**src/rtl/pacote_processador.sv**
```systemverilog
// ---------------------------------------------------------------------------
// pacote_processador
// Shared definitions for the program sequencer that feeds the multicycle
// processor: instruction word width, opcode constants, sequencer state
// encoding and a small opcode decode helper.
// No ports (package).
// ---------------------------------------------------------------------------
package pacote_processador;

    localparam int WORD_W    = 16;  // instruction / DIN word width
    localparam int ADDR_W    = 4;   // program memory address width
    localparam int MEM_DEPTH = 16;  // program memory words
    localparam int COUNT_W   = 5;   // issued-word counter, holds 0..16
    localparam int WDOG_W    = 4;   // watchdog counter width

    // Watchdog value seen on the last permitted WAIT cycle without Done
    // (counter starts at 0 on the first WAIT cycle, so this is cycle 15).
    localparam logic [WDOG_W-1:0] WDOG_LAST = 4'd14;

    // Opcode field DIN[8:6]
    localparam logic [2:0] OP_MV  = 3'b000;
    localparam logic [2:0] OP_MVI = 3'b001;
    localparam logic [2:0] OP_ADD = 3'b010;
    localparam logic [2:0] OP_SUB = 3'b011;

    typedef enum logic [2:0] {
        ST_IDLE  = 3'd0,
        ST_ISSUE = 3'd1,
        ST_IMM   = 3'd2,
        ST_WAIT  = 3'd3,
        ST_END   = 3'd4
    } estado_t;

    // mvi is the only two-word instruction: the immediate follows it.
    function automatic logic is_mvi(input logic [2:0] opcode);
        return (opcode == OP_MVI);
    endfunction

endpackage

```
**src/rtl/memoria_programa.sv**
```systemverilog
// ---------------------------------------------------------------------------
// memoria_programa
// 16 x 16-bit program store. Synchronous write, combinational read.
// A read of the address being written in the same cycle returns the old
// word, because the array only updates at the clock edge.
// Contents have no reset.
//
// Ports:
//   clock    in   system clock (rising edge)
//   wr_en    in   write enable
//   wr_addr  in   write address
//   wr_data  in   write data
//   rd_addr  in   read address
//   rd_data  out  word at rd_addr (combinational)
// ---------------------------------------------------------------------------
module memoria_programa
    import pacote_processador::*;
(
    input  logic              clock,
    input  logic              wr_en,
    input  logic [ADDR_W-1:0] wr_addr,
    input  logic [WORD_W-1:0] wr_data,
    input  logic [ADDR_W-1:0] rd_addr,
    output logic [WORD_W-1:0] rd_data
);

    logic [WORD_W-1:0] mem [MEM_DEPTH];

    always_ff @(posedge clock) begin
        if (wr_en) begin
            mem[wr_addr] <= wr_data;
        end
    end

    assign rd_data = mem[rd_addr];

endmodule

```
**src/rtl/sequenciador_din.sv**
```systemverilog
// ---------------------------------------------------------------------------
// sequenciador_din
// Steps through a program held in a small local memory and presents each
// word on DIN of the multicycle processor, pulsing Run once per instruction
// and waiting for Done before issuing the next one. mvi instructions are
// followed by their immediate word one cycle later (Run low). A watchdog
// aborts when Done does not arrive within 15 WAIT cycles.
//
// Configuration macro: SEQUENCIADOR_LOOP_EN
//   defined   -> after Finished the program restarts from PC=0 forever
//   undefined -> after Finished the sequencer returns to IDLE
//
// Ports:
//   Clock     in   system clock (rising edge)
//   Resetn    in   asynchronous active-low reset
//   Start     in   begins program issue when idle
//   ProgLen   in   program length in words (0..16), sampled on Start
//   LoadEn    in   program memory write enable (honoured only when idle)
//   LoadAddr  in   program memory write address
//   LoadData  in   program memory write data
//   Done      in   instruction complete from the processor
//   DIN       out  registered word to the processor
//   Run       out  registered, one cycle per instruction issue
//   Busy      out  high whenever not idle
//   Finished  out  one-cycle pulse on program completion
//   Erro      out  one-cycle pulse on abort (timeout / truncated mvi)
//   PC        out  address of the next word to read
// ---------------------------------------------------------------------------
module sequenciador_din
    import pacote_processador::*;
(
    input  logic               Clock,
    input  logic               Resetn,
    input  logic               Start,
    input  logic [COUNT_W-1:0] ProgLen,
    input  logic               LoadEn,
    input  logic [ADDR_W-1:0]  LoadAddr,
    input  logic [WORD_W-1:0]  LoadData,
    input  logic               Done,
    output logic [WORD_W-1:0]  DIN,
    output logic               Run,
    output logic               Busy,
    output logic               Finished,
    output logic               Erro,
    output logic [ADDR_W-1:0]  PC
);

    estado_t             state,      state_next;
    logic [ADDR_W-1:0]   pc,         pc_next;
    logic [COUNT_W-1:0]  count,      count_next;
    logic [COUNT_W-1:0]  prog_len,   prog_len_next;
    logic [WDOG_W-1:0]   wdog,       wdog_next;
    logic [WORD_W-1:0]   din,        din_next;
    logic                run,        run_next;
    logic                erro,       erro_next;

    logic [WORD_W-1:0]   mem_word;
    logic                mem_wr_en;

    // Loading is only allowed while idle so a running program cannot be
    // modified underneath the sequencer.
    assign mem_wr_en = LoadEn && (state == ST_IDLE);

    memoria_programa u_memoria (
        .clock   (Clock),
        .wr_en   (mem_wr_en),
        .wr_addr (LoadAddr),
        .wr_data (LoadData),
        .rd_addr (pc),
        .rd_data (mem_word)
    );

    // State and datapath registers
    always_ff @(posedge Clock or negedge Resetn) begin
        if (!Resetn) begin
            state    <= ST_IDLE;
            pc       <= '0;
            count    <= '0;
            prog_len <= '0;
            wdog     <= '0;
            din      <= '0;
            run      <= 1'b0;
            erro     <= 1'b0;
        end else begin
            state    <= state_next;
            pc       <= pc_next;
            count    <= count_next;
            prog_len <= prog_len_next;
            wdog     <= wdog_next;
            din      <= din_next;
            run      <= run_next;
            erro     <= erro_next;
        end
    end

    // Next-state and next-value logic
    always_comb begin
        state_next    = state;
        pc_next       = pc;
        count_next    = count;
        prog_len_next = prog_len;
        wdog_next     = wdog;
        din_next      = din;
        run_next      = 1'b0;
        erro_next     = 1'b0;

        case (state)
            ST_IDLE: begin
                if (Start) begin
                    prog_len_next = ProgLen;
                    count_next    = '0;
                    if (ProgLen != '0) begin
                        pc_next    = '0;
                        state_next = ST_ISSUE;
                    end else begin
                        // Empty program: report completion without issuing.
                        state_next = ST_END;
                    end
                end
            end

            ST_ISSUE: begin
                din_next   = mem_word;
                run_next   = 1'b1;
                pc_next    = pc + ADDR_W'(1);
                count_next = count + COUNT_W'(1);
                if (is_mvi(mem_word[8:6])) begin
                    state_next = ST_IMM;
                end else begin
                    wdog_next  = '0;
                    state_next = ST_WAIT;
                end
            end

            ST_IMM: begin
                if (count == prog_len) begin
                    // mvi was the last word: its immediate is missing.
                    erro_next  = 1'b1;
                    state_next = ST_IDLE;
                end else begin
                    din_next   = mem_word;
                    pc_next    = pc + ADDR_W'(1);
                    count_next = count + COUNT_W'(1);
                    wdog_next  = '0;
                    state_next = ST_WAIT;
                end
            end

            ST_WAIT: begin
                if (Done) begin
                    state_next = (count == prog_len) ? ST_END : ST_ISSUE;
                end else if (wdog == WDOG_LAST) begin
                    erro_next  = 1'b1;
                    state_next = ST_IDLE;
                end else begin
                    wdog_next = wdog + WDOG_W'(1);
                end
            end

            ST_END: begin
`ifdef SEQUENCIADOR_LOOP_EN
                // An empty program has nothing to repeat.
                if (prog_len != '0) begin
                    pc_next    = '0;
                    count_next = '0;
                    state_next = ST_ISSUE;
                end else begin
                    state_next = ST_IDLE;
                end
`else
                state_next = ST_IDLE;
`endif
            end

            default: begin
                state_next = ST_IDLE;
            end
        endcase
    end

    assign DIN      = din;
    assign Run      = run;
    assign Busy     = (state != ST_IDLE);
    assign Finished = (state == ST_END);
    assign Erro     = erro;
    assign PC       = pc;

endmodule

```
**config.mk**
```make
export PLATFORM = sky130hd
export DESIGN_NAME = sequenciador_din
export DESIGN_NICKNAME = d
export VERILOG_FILES = /design/src/rtl/pacote_processador.sv /design/src/rtl/memoria_programa.sv /design/src/rtl/sequenciador_din.sv
export SDC_FILE = /design/constraint.sdc
export NUM_CORES = 1
export LEC_CHECK = 0
export ABC_AREA = 1
export ABC_CLOCK_PERIOD_IN_PS = 2300
export BUFFER_PORTS_ARGS = -buffer_cell sky130_fd_sc_hd__buf_2
export CAP_MARGIN = 5
export CORE_MARGIN = 2
export CORE_UTILIZATION = 35
export DETAILED_ROUTE_END_ITERATION = 6
export PLACE_DENSITY = 0.56
export SLEW_MARGIN = 20
export SYNTH_ARGS = -nofsm -noshare
export SYNTH_HDL_FRONTEND = slang
export SYNTH_SLANG_ARGS = --single-unit
```
**constraint.sdc**
```tcl
create_clock -name Clock -period 2.3 [get_ports Clock]
set_input_delay 0.115 -clock Clock [delete_from_list [all_inputs] [get_ports Clock]]
set_output_delay 0.115 -clock Clock [all_outputs]
set_load 0.05 [all_outputs]
```
==> impl_metrics.csv <==
group,metric,value,unit
status,status,"finished clean",
cts,cts_resized,0,
floorplanning,core.rowCount,67,
yosys,synth_top_family_by_area,"simple AND/OR/NAND/NOR gates",
sta,fmax,520.9,MHz
cts,cts_tree,"done",
placement,pre_cts_slack,0.3384,ns
floorplanning,top_level_ports,54,
placement,dp_hpwl,17960,um
floorplanning,fp.dieH,188.4,um
sta,post-route-period-util,83.46,%
layout,multi_input_area,0.002859,sq mm
yosys,synth-simple-area-share,11.66,%
drt,drcViolationCount,0,
yosys,yosysWarnings,0,
yosys,synth-compound-area-share,10.94,%
cts,clkSinkCount,295,
layout,fillers,3181,
yosys,synth_cells,952,
grt,grt_overflow_total,0,
yosys,synth-seq-cells,295,
setup_path,cp.arrival,2.43,ns
sta,setup-tns-final,0,ns
drt,via_per_inst,5.088,
sta,drv_slew,0,
sta,slew_headroom,67.88,%
layout,final-seq-area,0.008668,sq mm
setup_path,critPathLaunchType,"flip-flop",
cts,htree_levels,1,
power,p_per_area,1190,mW/mm^2
layout,fin_nets,1090,
yosys,ys_seq_area_share,72.77,%
placement,place.gp.congestion,0.7765,
cts,clkLatencyLatePin,0.58,ns
setup_path,rrSetupSlack,0.38,ns
cts,cts_buffer_depth,3,
drt,avgRoutedWirePerCell,19.20,um
cts,numCtsBuffers,30,
drt,drt-initial-drc-count,500,
floorplanning,die_w,188.4,um
cts,postCtsHoldBufs,25,
grt,track_usage,16.49,%
yosys,synth.cell_area,0.01191,sq mm
floorplanning,design.die.area,0.03551,sq mm
worst_hold_path,hold_class,"in2async",
cts,cts_setup_buffers,0,
sta,setup_violations,0,
power,p_leak,0.005025,uW
yosys,synth.net_count,986,
grt,antenna_found_initial,0,
power,vdd_drop_max,0.7787,mV
sta,fin_skew,0.03760,ns
sta,period_minus_slack,1.920,ns
job,drv_cap,0,
floorplanning,start_util,35.50,%
grt,grt_max_degree,109,
sta,hold_viol,0,
yosys,yosys_most_used_dff,"edfxtp_1",
yosys,synthAdderAreaFrac,0.4204,%
setup_path,crit_path_max_fanout,46,
drt,drt_wl_total,29330,um
sta,worst_slack,0.3803,ns
yosys,synth_area_per_cell,12.51,sq um
setup_path,r2r_end,"DIN[2]$_DFFE_PN0P_",
drt,drtAntennaViolNets,0,
floorplanning,core-area,0.03353,sq mm
layout,drive_gt1_share,16.85,%
setup_path,worst_ep_required_time,2.81,ns
setup_path,end_kind,"flip-flop",
placement,io_buffers,53,
setup_path,r2r-start,"PC[0]$_DFFE_PN0P_",
cts,cts-root-buf,"clkbuf_16",
setup_path,reg2reg_depth,7,
yosys,synthArstFlopShare,13.22,%
cts,path_clk_slew,0.06,ns
sta,worst-slew-pin-transition,0.4818,ns
setup_path,path_class,"reg2reg",
drt,drt-pass1-iter-count,5,
yosys,synthMuxAreaShare,0,%
yosys,synth_edf_count,256,
yosys,synth_cell_type_count,37,
grt,grt_pass1_wl,45260,um
sta,rsz0062_at_grt,"false",
layout,area_growth_syn_to_layout,19.87,%
grt,grt_pass1_vias,7657,
drt,num_vias,7775,
yosys,synth_xor_area_share,0.6621,%
layout,antenna_cells,0,
==> how the worst max path moves through the flow <==
stage | start | endpoint | cells after the start
final | PC[0]$_DFFE_PN0P_ | DIN[2]$_DFFE_PN0P_ | 7
after global routing | PC[0]$_DFFE_PN0P_ | state[0]$_DFFE_PN0P_ | 12
after CTS | PC[0]$_DFFE_PN0P_ | DIN[2]$_DFFE_PN0P_ | 7
after detailed placement | PC[0]$_DFFE_PN0P_ | DIN[2]$_DFFE_PN0P_ | 7
after global placement | PC[0]$_DFFE_PN0P_ | DIN[2]$_DFFE_PN0P_ | 7
after floorplan | state[0]$_DFFE_PN0P_ | u_memoria.mem[0][0]$_DFFE_PP_ | 5
==> cells in the final DEF (no fill, tap or decap), drive strengths merged <==
cell,netlist,routed
a21oi,10,10
a2bb2oi,1,1
a31oi,17,17
and2,1,1
buf,28,99
bufinv,0,2
clkbuf,24,41
clkinv,1,11
clkinvlp,0,3
dfrtp,39,39
dlygate4sd3,0,25
edfxtp,256,256
ha,4,4
inv,38,38
nand2,104,104
nand3,48,48
nor2,183,183
nor3,3,3
o211ai,19,19
o21ai,121,121
o221ai,35,35
o22ai,9,9
o31ai,1,1
or2,1,1
xnor2,2,2
xor2,7,7
==> final cells by class <==
cell class                 instances  share of cell area [%]
timing repair buffer             124                   7.259
tap                              448                   3.928
multi-input combinational        566                   20.03
inverter                          39                   1.043
clock inverter                    15                   1.026
clock buffer                      41                   5.971
sequential                       295                   60.74
==> critical path, stage by stage, from the launching register on <==
cell	delay [ns]
dfrtp_4	0.51
inv_4	0.32
buf_12	0.29
buf_4	0.17
nor2_1	0.04
o22ai_1	0.22
o211ai_1	0.14
a31oi_1	0.14
==> layer usage <==
metal / up-vias / wire length, um / track usage (%)
met1: 3858 / 13020 / 22.58
met2: 211 / 14120 / 27.29
met5: - / 0 / 0
li1: 3664 / - / -
met4: 0 / 767 / 5.018
met3: 42 / 1429 / 2.403
==> where the power goes <==
part / total, uW / switching [uW] / internal (uW)
logic: 5620 / 3920 / 1700
clock network: 4890 / 2070 / 2820
registers: 6480 / 277 / 6200
==> per-stage QoR <==
stage                     utilization, %  total power, uW  cell area, sq um  instances  hold WS [ns]
after floorplan                        -            10460             11910        952       -0.1806
after global placement             38.84            12180             13020       1447      -0.05430
after detailed placement           38.84            12220             13020       1447      -0.05801
after CTS                          42.56            17120             14270       1528       0.07228
after global routing               42.56            17910             14270       1528        0.1217
final                              42.56            16990             14270       1528       0.08321
==> cells in the mapped netlist, types with 17 or more instances <==
| cell type | number | share of area (%) |
|---|---|---|
| edfxtp_1 | 256 | 65 |
| nor2_1 | 177 | 5.6 |
| o21ai_0 | 109 | 4.6 |
| nand2_1 | 102 | 3.2 |
| nand3_1 | 47 | 2.0 |
| dfrtp_1 | 39 | 8.2 |
| inv_1 | 35 | 1.1 |
| o221ai_1 | 35 | 2.6 |
| clkbuf_1 | 24 | 0.76 |
| o211ai_1 | 19 | 1.2 |
| buf_2 | 18 | 0.76 |
| a31oi_1 | 17 | 0.89 |
==> flip-flops by register name, indices dropped and copies added (netlist names) <==
| name | cells |
|---|---|
| state | 3 |
| PC | 4 |
| u_memoria.mem | 256 |
| Erro | 1 |
| wdog | 4 |
| DIN | 16 |
| count | 5 |
| prog_len | 5 |
| Run | 1 |
==> cell families after synthesis <==
kind of cell             after synthesis
flip-flops                           295
buffers and inverters                 91
XOR/XNOR                               9
AND/OR/NAND/NOR                      340
adder cells (fa/ha/maj)                4
AO/OA/AOI/OAI                        213
Note: power is estimated with default switching activity, not from simulation.
